File: config.mk
export PLATFORM = sky130hd
export DESIGN_NAME = vga_fb_arbiter
export DESIGN_NICKNAME = d
export VERILOG_FILES = /design/src/rtl/vga_fb_arbiter.sv
export SDC_FILE = /design/constraint.sdc
export NUM_CORES = 1
export LEC_CHECK = 0
export CORE_MARGIN = 2
export CORE_UTILIZATION = 30
export CTS_BUF_LIST = sky130_fd_sc_hd__clkbuf_8
export CTS_CLUSTER_DIAMETER = 40
export DETAILED_ROUTE_END_ITERATION = 10
export PLACE_DENSITY = 0.51
export SLEW_MARGIN = 20
export SYNTH_ARGS = -nofsm -noshare
export SYNTH_HDL_FRONTEND = slang
export SYNTH_SLANG_ARGS = --single-unit
File: constraint.sdc
create_clock -name i_clk100MHz -period 3.6 [get_ports i_clk100MHz]
set_input_delay 0.54 -clock i_clk100MHz [delete_from_list [all_inputs] [get_ports i_clk100MHz]]
set_output_delay 0.54 -clock i_clk100MHz [all_outputs]
set_load 0.02 [all_outputs]
File: src/rtl/vga_fb_arbiter.sv
// Arbitrates one single-port framebuffer RAM between the VGA scan-out prefetcher
// (feeding a pixel FIFO in raster order) and a valid/ready pixel writer.
module vga_fb_arbiter #(
  parameter int ADDR_W     = 19,
  parameter int DATA_W     = 12,
  parameter int H_ACT      = 640,
  parameter int V_ACT      = 480,
  parameter int FIFO_DEPTH = 16,
  parameter int LOW_WM     = 4
) (
  input  logic              i_clk100MHz,
  input  logic              i_rst,
  input  logic              i_frame_start,
  input  logic              i_pix_rd,
  output logic [DATA_W-1:0] o_pix_data,
  output logic              o_pix_valid,
  output logic              o_underflow,
  input  logic              i_wr_valid,
  input  logic [ADDR_W-1:0] i_wr_addr,
  input  logic [DATA_W-1:0] i_wr_data,
  output logic              o_wr_ready,
  output logic              o_mem_en,
  output logic              o_mem_we,
  output logic [ADDR_W-1:0] o_mem_addr,
  output logic [DATA_W-1:0] o_mem_wdata,
  input  logic [DATA_W-1:0] i_mem_rdata
);

  localparam int PTR_W     = $clog2(FIFO_DEPTH);
  localparam int LVL_W     = PTR_W + 1;
  localparam int FRAME_PIX = H_ACT * V_ACT;

  localparam logic [ADDR_W-1:0] LAST_ADDR = ADDR_W'(FRAME_PIX - 1);
  localparam logic [ADDR_W:0]   FRAME_END = (ADDR_W + 1)'(FRAME_PIX);
  localparam logic [LVL_W:0]    OCC_LOW   = (LVL_W + 1)'(LOW_WM);
  localparam logic [LVL_W:0]    OCC_FULL  = (LVL_W + 1)'(FIFO_DEPTH);

  typedef enum logic {
    ST_IDLE,
    ST_FETCH
  } state_t;

  state_t              state_q, state_d;
  logic [ADDR_W-1:0]   scan_addr_q, scan_addr_d;
  logic [PTR_W-1:0]    wr_ptr_q, wr_ptr_d;
  logic [PTR_W-1:0]    rd_ptr_q, rd_ptr_d;
  logic [LVL_W-1:0]    level_q, level_d;
  logic                inflight_q, inflight_d;
  logic                underflow_q, underflow_d;
  logic [DATA_W-1:0]   fifo_mem [FIFO_DEPTH];

  logic [LVL_W:0]      occ;
  logic                fetching;
  logic                rd_urgent;
  logic                rd_grant;
  logic                wr_grant;
  logic                wr_in_range;
  logic                mem_wr;
  logic                empty;
  logic                push;
  logic                pop;

  // Grant decode; reads are withheld in the frame_start cycle and everything is
  // masked while reset is asserted so the RAM strobes drop asynchronously.
  always_comb begin
    occ         = {1'b0, level_q} + {{LVL_W{1'b0}}, inflight_q};
    fetching    = (state_q == ST_FETCH) && !i_frame_start && !i_rst;
    rd_urgent   = fetching && (occ < OCC_LOW);
    wr_grant    = !i_rst && i_wr_valid && !rd_urgent;
    rd_grant    = rd_urgent || (fetching && !i_wr_valid && (occ < OCC_FULL));
    wr_in_range = ({1'b0, i_wr_addr} < FRAME_END);
    mem_wr      = wr_grant && wr_in_range;
    empty       = (level_q == '0);
    push        = inflight_q && !i_frame_start;
    pop         = i_pix_rd && !empty && !i_frame_start;
  end

  always_comb begin
    state_d     = state_q;
    scan_addr_d = scan_addr_q;
    wr_ptr_d    = wr_ptr_q;
    rd_ptr_d    = rd_ptr_q;
    level_d     = level_q;
    inflight_d  = rd_grant;
    underflow_d = underflow_q;
    if (i_frame_start) begin
      state_d     = ST_FETCH;
      scan_addr_d = '0;
      wr_ptr_d    = '0;
      rd_ptr_d    = '0;
      level_d     = '0;
      underflow_d = 1'b0;
    end else begin
      if (push) begin
        wr_ptr_d = wr_ptr_q + PTR_W'(1);
      end
      if (pop) begin
        rd_ptr_d = rd_ptr_q + PTR_W'(1);
      end
      level_d = level_q + LVL_W'(push) - LVL_W'(pop);
      if (i_pix_rd && empty) begin
        underflow_d = 1'b1;
      end
      if (rd_grant) begin
        scan_addr_d = scan_addr_q + ADDR_W'(1);
        if (scan_addr_q == LAST_ADDR) begin
          state_d = ST_IDLE;
        end
      end
    end
  end

  always_ff @(posedge i_clk100MHz or posedge i_rst) begin
    if (i_rst) begin
      state_q     <= ST_IDLE;
      scan_addr_q <= '0;
      wr_ptr_q    <= '0;
      rd_ptr_q    <= '0;
      level_q     <= '0;
      inflight_q  <= 1'b0;
      underflow_q <= 1'b0;
    end else begin
      state_q     <= state_d;
      scan_addr_q <= scan_addr_d;
      wr_ptr_q    <= wr_ptr_d;
      rd_ptr_q    <= rd_ptr_d;
      level_q     <= level_d;
      inflight_q  <= inflight_d;
      underflow_q <= underflow_d;
    end
  end

  always_ff @(posedge i_clk100MHz) begin
    if (push) begin
      fifo_mem[wr_ptr_q] <= i_mem_rdata;
    end
  end

  always_comb begin
    o_mem_en    = rd_grant || mem_wr;
    o_mem_we    = mem_wr;
    o_mem_addr  = '0;
    o_mem_wdata = '0;
    if (rd_grant) begin
      o_mem_addr = scan_addr_q;
    end else if (mem_wr) begin
      o_mem_addr  = i_wr_addr;
      o_mem_wdata = i_wr_data;
    end
    o_wr_ready  = wr_grant;
    o_pix_valid = !empty;
    o_pix_data  = empty ? '0 : fifo_mem[rd_ptr_q];
    o_underflow = underflow_q;
  end

endmodule
-- Word-level counts from Yosys, hierarchy flattened
Memories as Yosys holds them, arrays and structs flattened.
Cells that the tools add are included.
- add/sub/neg operators: 6
- $lt $le $gt $ge: 3
- eq/ne operators: 1
- mux-type cells: 19
- reductions and logical operators: 26
- operators by type and width (cell ; number):
    2-to-1 mux 19 bit ; 4
    2-to-1 mux 12 bit ; 3
    adder 19 x 1 -> 19 bit (second input constant) ; 1
    equality test 19 bit (second input constant) ; 1
    < comparator 19 bit (second input constant) ; 1
    2-to-1 mux 4 bit ; 4
    logical AND 1 bit ; 12
    nonzero test 2 bit ; 5
    adder 4 x 1 -> 4 bit (second input constant) ; 2
    2-to-1 mux 1 bit ; 7
    adder 5 x 1 -> 6 bit ; 1
    < comparator 6 x 3 -> 1 bit (second input constant) ; 1
    < comparator 6 x 5 -> 1 bit (second input constant) ; 1
    adder 5 x 1 -> 5 bit ; 1
    logical NOT 1 bit ; 5
    logical NOT 5 bit ; 1
    2-to-1 mux 5 bit ; 1
    subtractor 5 x 1 -> 5 bit ; 1
    logical OR 1 bit ; 2
    AND reduction 2 bit ; 1
- bits in registers: 35
- memory bits (writable): 192
- output and inout bits: 48
- memories kept: 1
- memory list (name ; words ; width ; rd ports ; clocked after Yosys merged registers in ; wr ports ; RTL line ; source):
    fifo_mem ; 16 ; 12 ; 1 ; 0 ; 1 ; 50 ; logic [DATA_W-1:0] fifo_mem [FIFO_DEPTH];

-- Depth between registers and ports, before layout
- word-level depth: 9
- mapped depth: 15

-- Worst setup path after synthesis
OpenSTA, ideal clock, no wires.
- kind: input port to output port
- start: input i_rst
- end: output o_mem_wdata[10]
- data arrival time: 2506 ps
- required time: 3060 ps
- slack: 554 ps
- stages on the path: 6
- buffers on the path: 1
- path through: inv_1 -> nand4_1 -> a211oi_1 -> a211oi_1 -> clkbuf_1 -> and2_1
- word-level cells in the longest chain between the ends: 8
- RTL lines (item ; RTL line ; source):
    start, declared ; 12 ; input logic i_rst,
    logical NOT 1 bit (no line) * ; - ;
    logical AND 1 bit ; 67 ; fetching = (state_q == ST_FETCH) && !i_frame_start && !i_rst;
    logical AND 1 bit ; 68 ; rd_urgent = fetching && (occ < OCC_LOW);
    logical NOT 1 bit ; 69 ; wr_grant = !i_rst && i_wr_valid && !rd_urgent;
    logical AND 1 bit * ; 69 ;
    logical AND 1 bit * ; 72 ; mem_wr = wr_grant && wr_in_range;
    via o_mem_we ; 23 ; output logic o_mem_we,
    2-to-1 mux 12 bit * ; 146 ; end else if (mem_wr) begin
    2-to-1 mux 12 bit * ; 144 ; if (rd_grant) begin
    end, declared ; 25 ; output logic [DATA_W-1:0] o_mem_wdata,
The timed path passes the listed nets; every way through them passes the cells marked *.

-- Worst setup path after layout
- start: register rd_ptr_q[0]
- end: output o_pix_data[4]
- word-level cells in the longest chain between the ends: 2
- RTL lines (item ; RTL line ; source):
    start, declared ; 46 ; logic [PTR_W-1:0] rd_ptr_q, rd_ptr_d;
    start signal, assigned ; 126 ; rd_ptr_q <= rd_ptr_d;
    memory read (16 x 12 bit) ; - ;
    2-to-1 mux 12 bit ; 152 ; o_pix_data = empty ? '0 : fifo_mem[rd_ptr_q];
    end, declared ; 15 ; output logic [DATA_W-1:0] o_pix_data,
Every way passes these cells.

==> results by group <==
Critical path
  • Max stage delay on crit path: 530 ps
  • Slowest CP cell: clkdlybuf4s50_1
  • Max Fanout on Critical Path: 4
  • Required time worst endpoint: 3060 ps
  • Arrival time worst endpoint: 2950 ps
  • Startpoint Class: flop
  • Critical path type: flop to output pin
  • Crit path launch: rd_ptr_q[0]
  • Crit. End Element: output pin
  • Crit-path most repeated cell: mux4_2
  • Reg2Reg Launch Point: level_q[3]
  • Crit-path cells: buf_12 -> buf_4 -> mux4_2 -> mux4_2 -> and2_1 -> clkdlybuf4s50_1

Placement
  • Post-DP HPWL: 13.9 mm
  • Setup WS pre-CTS: 340 ps
  • Routability-driven placement congestion ratio: 0.760
  • PortBufs: 95

Clock tree
  • # H-tree levels: 2
  • Clock Path Buffers: 3
  • CTS Hold Bufs: 0
  • Num CTS Buffers: 42
  • CTS tree: done
  • Worst-path clk slew: 60 ps
  • CTS sink cnt: 227
  • Root Buffer: clkbuf_8
  • Skew-Pair Late Insertion Delay: 540 ps

Run
  • Max-cap violations: 0

Power and ir drop
  • Pint: 0.00519 W
  • Sequential Power Share: 0.419
  • Psw: 0.00192 W
  • Sw Share: 0.269
  • Static Leak: 4.38 nW
  • PwrDens: 582 nW/um2
  • Clock share of power: 0.343
  • VDD IR max: 0.314 mV
  • Logic gate share of total power: 0.238

Routing
  • Vias: 5,605
  • Routed vias/inst: 4.93
  • First-iteration detailed-routing DRC count: 372
  • Routed WL: 22.9 mm
  • Post-DRT Antenna Nets: 0
  • # DRC: 0
  • Router iterations before antenna repair: 4
  • Avg WL per Cell: 20.1 um

Cells and area
  • Nets: 768
  • Number of fillers in the final layout: 2,934
  • Sequential cell area: 6650 um2
  • N_diodes: 0
  • Multi-input gate area: 2870 um2
  • Layout Utilization: 0.386
  • Layout cell share with drive strength beyond 1: 0.217
  • Area grow syn2layout: 26.1%

Floorplan
  • Core ar.: 31,700 um2
  • # rows: 65
  • I/O pin count: 96
  • Total Die Area: 33,800 um2
  • Die height: 184 um
  • Die X: 184 um
  • Initial core utilization: 0.306

STA
  • Final setup TNS: 0 ps
  • Final period utilization: 0.970
  • Final Slew Violations: 0
  • Setup violations, final: 0
  • Final min period: 3490 ps
  • Hold Slack: 389 ps
  • Skew final: 18.8 ps
  • Worst slew margin: 0.592
  • RSZ-0062 raised after global routing: false
  • Post-route setup slack: 108 ps
  • Worst Tran Pin Value: 611 ps
  • Fin. Hold Viols: 0
  • Fmax: 286 MHz

Yosys
  • Main synth FF type: edfxtp_1
  • Synthesized area: 9700 um2
  • Syn_area_per_cell: 17.5 um2
  • Synth Instances: 554
  • Number of enable flip-flop cells after synthesis: 192
  • Yosys top cell area share: 0.594
  • Asr flop ratio synth: 0.154
  • Main area contributors after synthesis: edfxtp_1, mux4_2, dfrtp_1, and2_1, ha_1
  • Post-synth net total: 618
  • Post-synth cell types: 48
  • Sequential cell area fraction in the yosys report: 0.685
  • Ys Warns: 0
  • Register bit total from synthesis: 227
  • Synth area leader: edfxtp_1

Global routing
  • Most used routing layer: met2
  • Met3 Track Usage GR: 0.0341
  • M1 GR Usage: 0.175
  • Met2 Track Usage GR: 0.236
  • Gr ovfl total: 0
  • Initial antenna violation count: 0
  • Global-route usage over all layers: 0.138
  • First-pass GRT wire length: 35.0 mm
  • Vias in the first global route: 5,994
  • Largest net degree at the start of global routing: 45

Status
  • Status: completed

Worst hold path
  • Min-Delay Path Class: primary input to async pin
-- stage by stage --
step	cells	power, W	cell area, um2
finish	1138	0.00711	12200
floorplan	554	0.00406	9700
global placement	1057	0.00469	11400
CTS	1138	0.00722	12200
detailed placement	1057	0.00472	11400
global route	1138	0.00746	12200
-- cells in the final DEF, fill, tap and decap left out, drive strengths merged, types with 8 or more instances in the layout --
cell,instances
clkinv,16
ha,15
a22o,19
edfxtp,192
buf,41
dfrtp,35
nand4,12
dlymetal6s2s,8
nand2,17
a21oi,17
mux4,60
clkdlybuf4s50,56
o21ai,8
clkbuf,42
nor2,21
dlygate4sd2,31
inv,27
and2,41
-- final timing paths --
kind / end / slack [ps] / depth (start not counted)
max in group asynchronous: rd_ptr_q[0] / 2850 / 3
min in group i_clk100MHz: o_underflow / 510 / 2
min reg2reg: o_underflow / 510 / 2
min: wr_ptr_q[3] / 390 / 3
max reg2reg: level_q[4] / 610 / 17
max: o_pix_data[4] / 110 / 6
-- state kept, by name, indices dropped and copies added (netlist names) --
name,count
rd_ptr_q,4
level_q,5
inflight_q,1
scan_addr_q,19
fifo_mem,192
state_q,1
o_underflow,1
wr_ptr_q,4
-- routing by layer --
layer,share of wire,up-vias,routed length (um)
met4,0.021,0,486
met2,0.50,185,11400
met3,0.058,37,1340
li1,-,2517,-
met5,0,-,0
met1,0.42,2866,9680
-- power groups by stage --
stage / sequential, W / clock, W / combinational, W
floorplan: 0.00301 / 0 / 0.00105
global placement: 0.00307 / 0 / 0.00162
detailed placement: 0.00307 / 0 / 0.00165
CTS: 0.00298 / 0.00251 / 0.00174
global route: 0.00299 / 0.00263 / 0.00184
finish: 0.00298 / 0.00244 / 0.00169
-- Yosys cell counts (all sizes together) (3+ instances only) --
cell,n
a21oi,17
a22o,19
and2,41
and3,3
buf,14
clkbuf,16
dfrtp,35
edfxtp,192
ha,15
inv,14
mux2i,3
mux4,60
nand2,17
nand3,4
nand4,12
nor2,21
nor2b,4
nor3,3
o21ai,8
o31ai,5
or3,6
or4,5
xnor2,5
xor2,6
-- critical path: cells and delay by family, from the launching register on --
| kind | cells | cell delay, ps |
|---|---|---|
| flip-flops | 1 | 490 |
| buffers and inverters | 3 | 830 |
| AND/OR/NAND/NOR | 1 | 180 |
| multiplexers | 2 | 910 |
-- final cells by class --
type                    instances  share of cell area
clock buffers                  42              0.0473
clock inverters                34              0.0210
inverters                      15             0.00460
multi-input cells             282               0.235
flip-flops and latches        227               0.544
well taps                     402              0.0411
repair buffers                136               0.108
-- cell families after synthesis --
group / count (synthesis) / share of synthesized area
flops: 227 / 0.685
simple gates: 127 / 0.0739
compound gates: 64 / 0.0466
mux: 64 / 0.144
buf+inv: 45 / 0.0200
fa+ha+maj: 16 / 0.0214
xor+xnor: 11 / 0.00993
-- repair_timing --
action / 4_1_cts / 5_1_grt
setup buffers: 5 / 0
resized for setup: 33 / 9
setup endpoints to repair: 45 / 9
No activity file was read; power rests on OpenSTA's default activity.
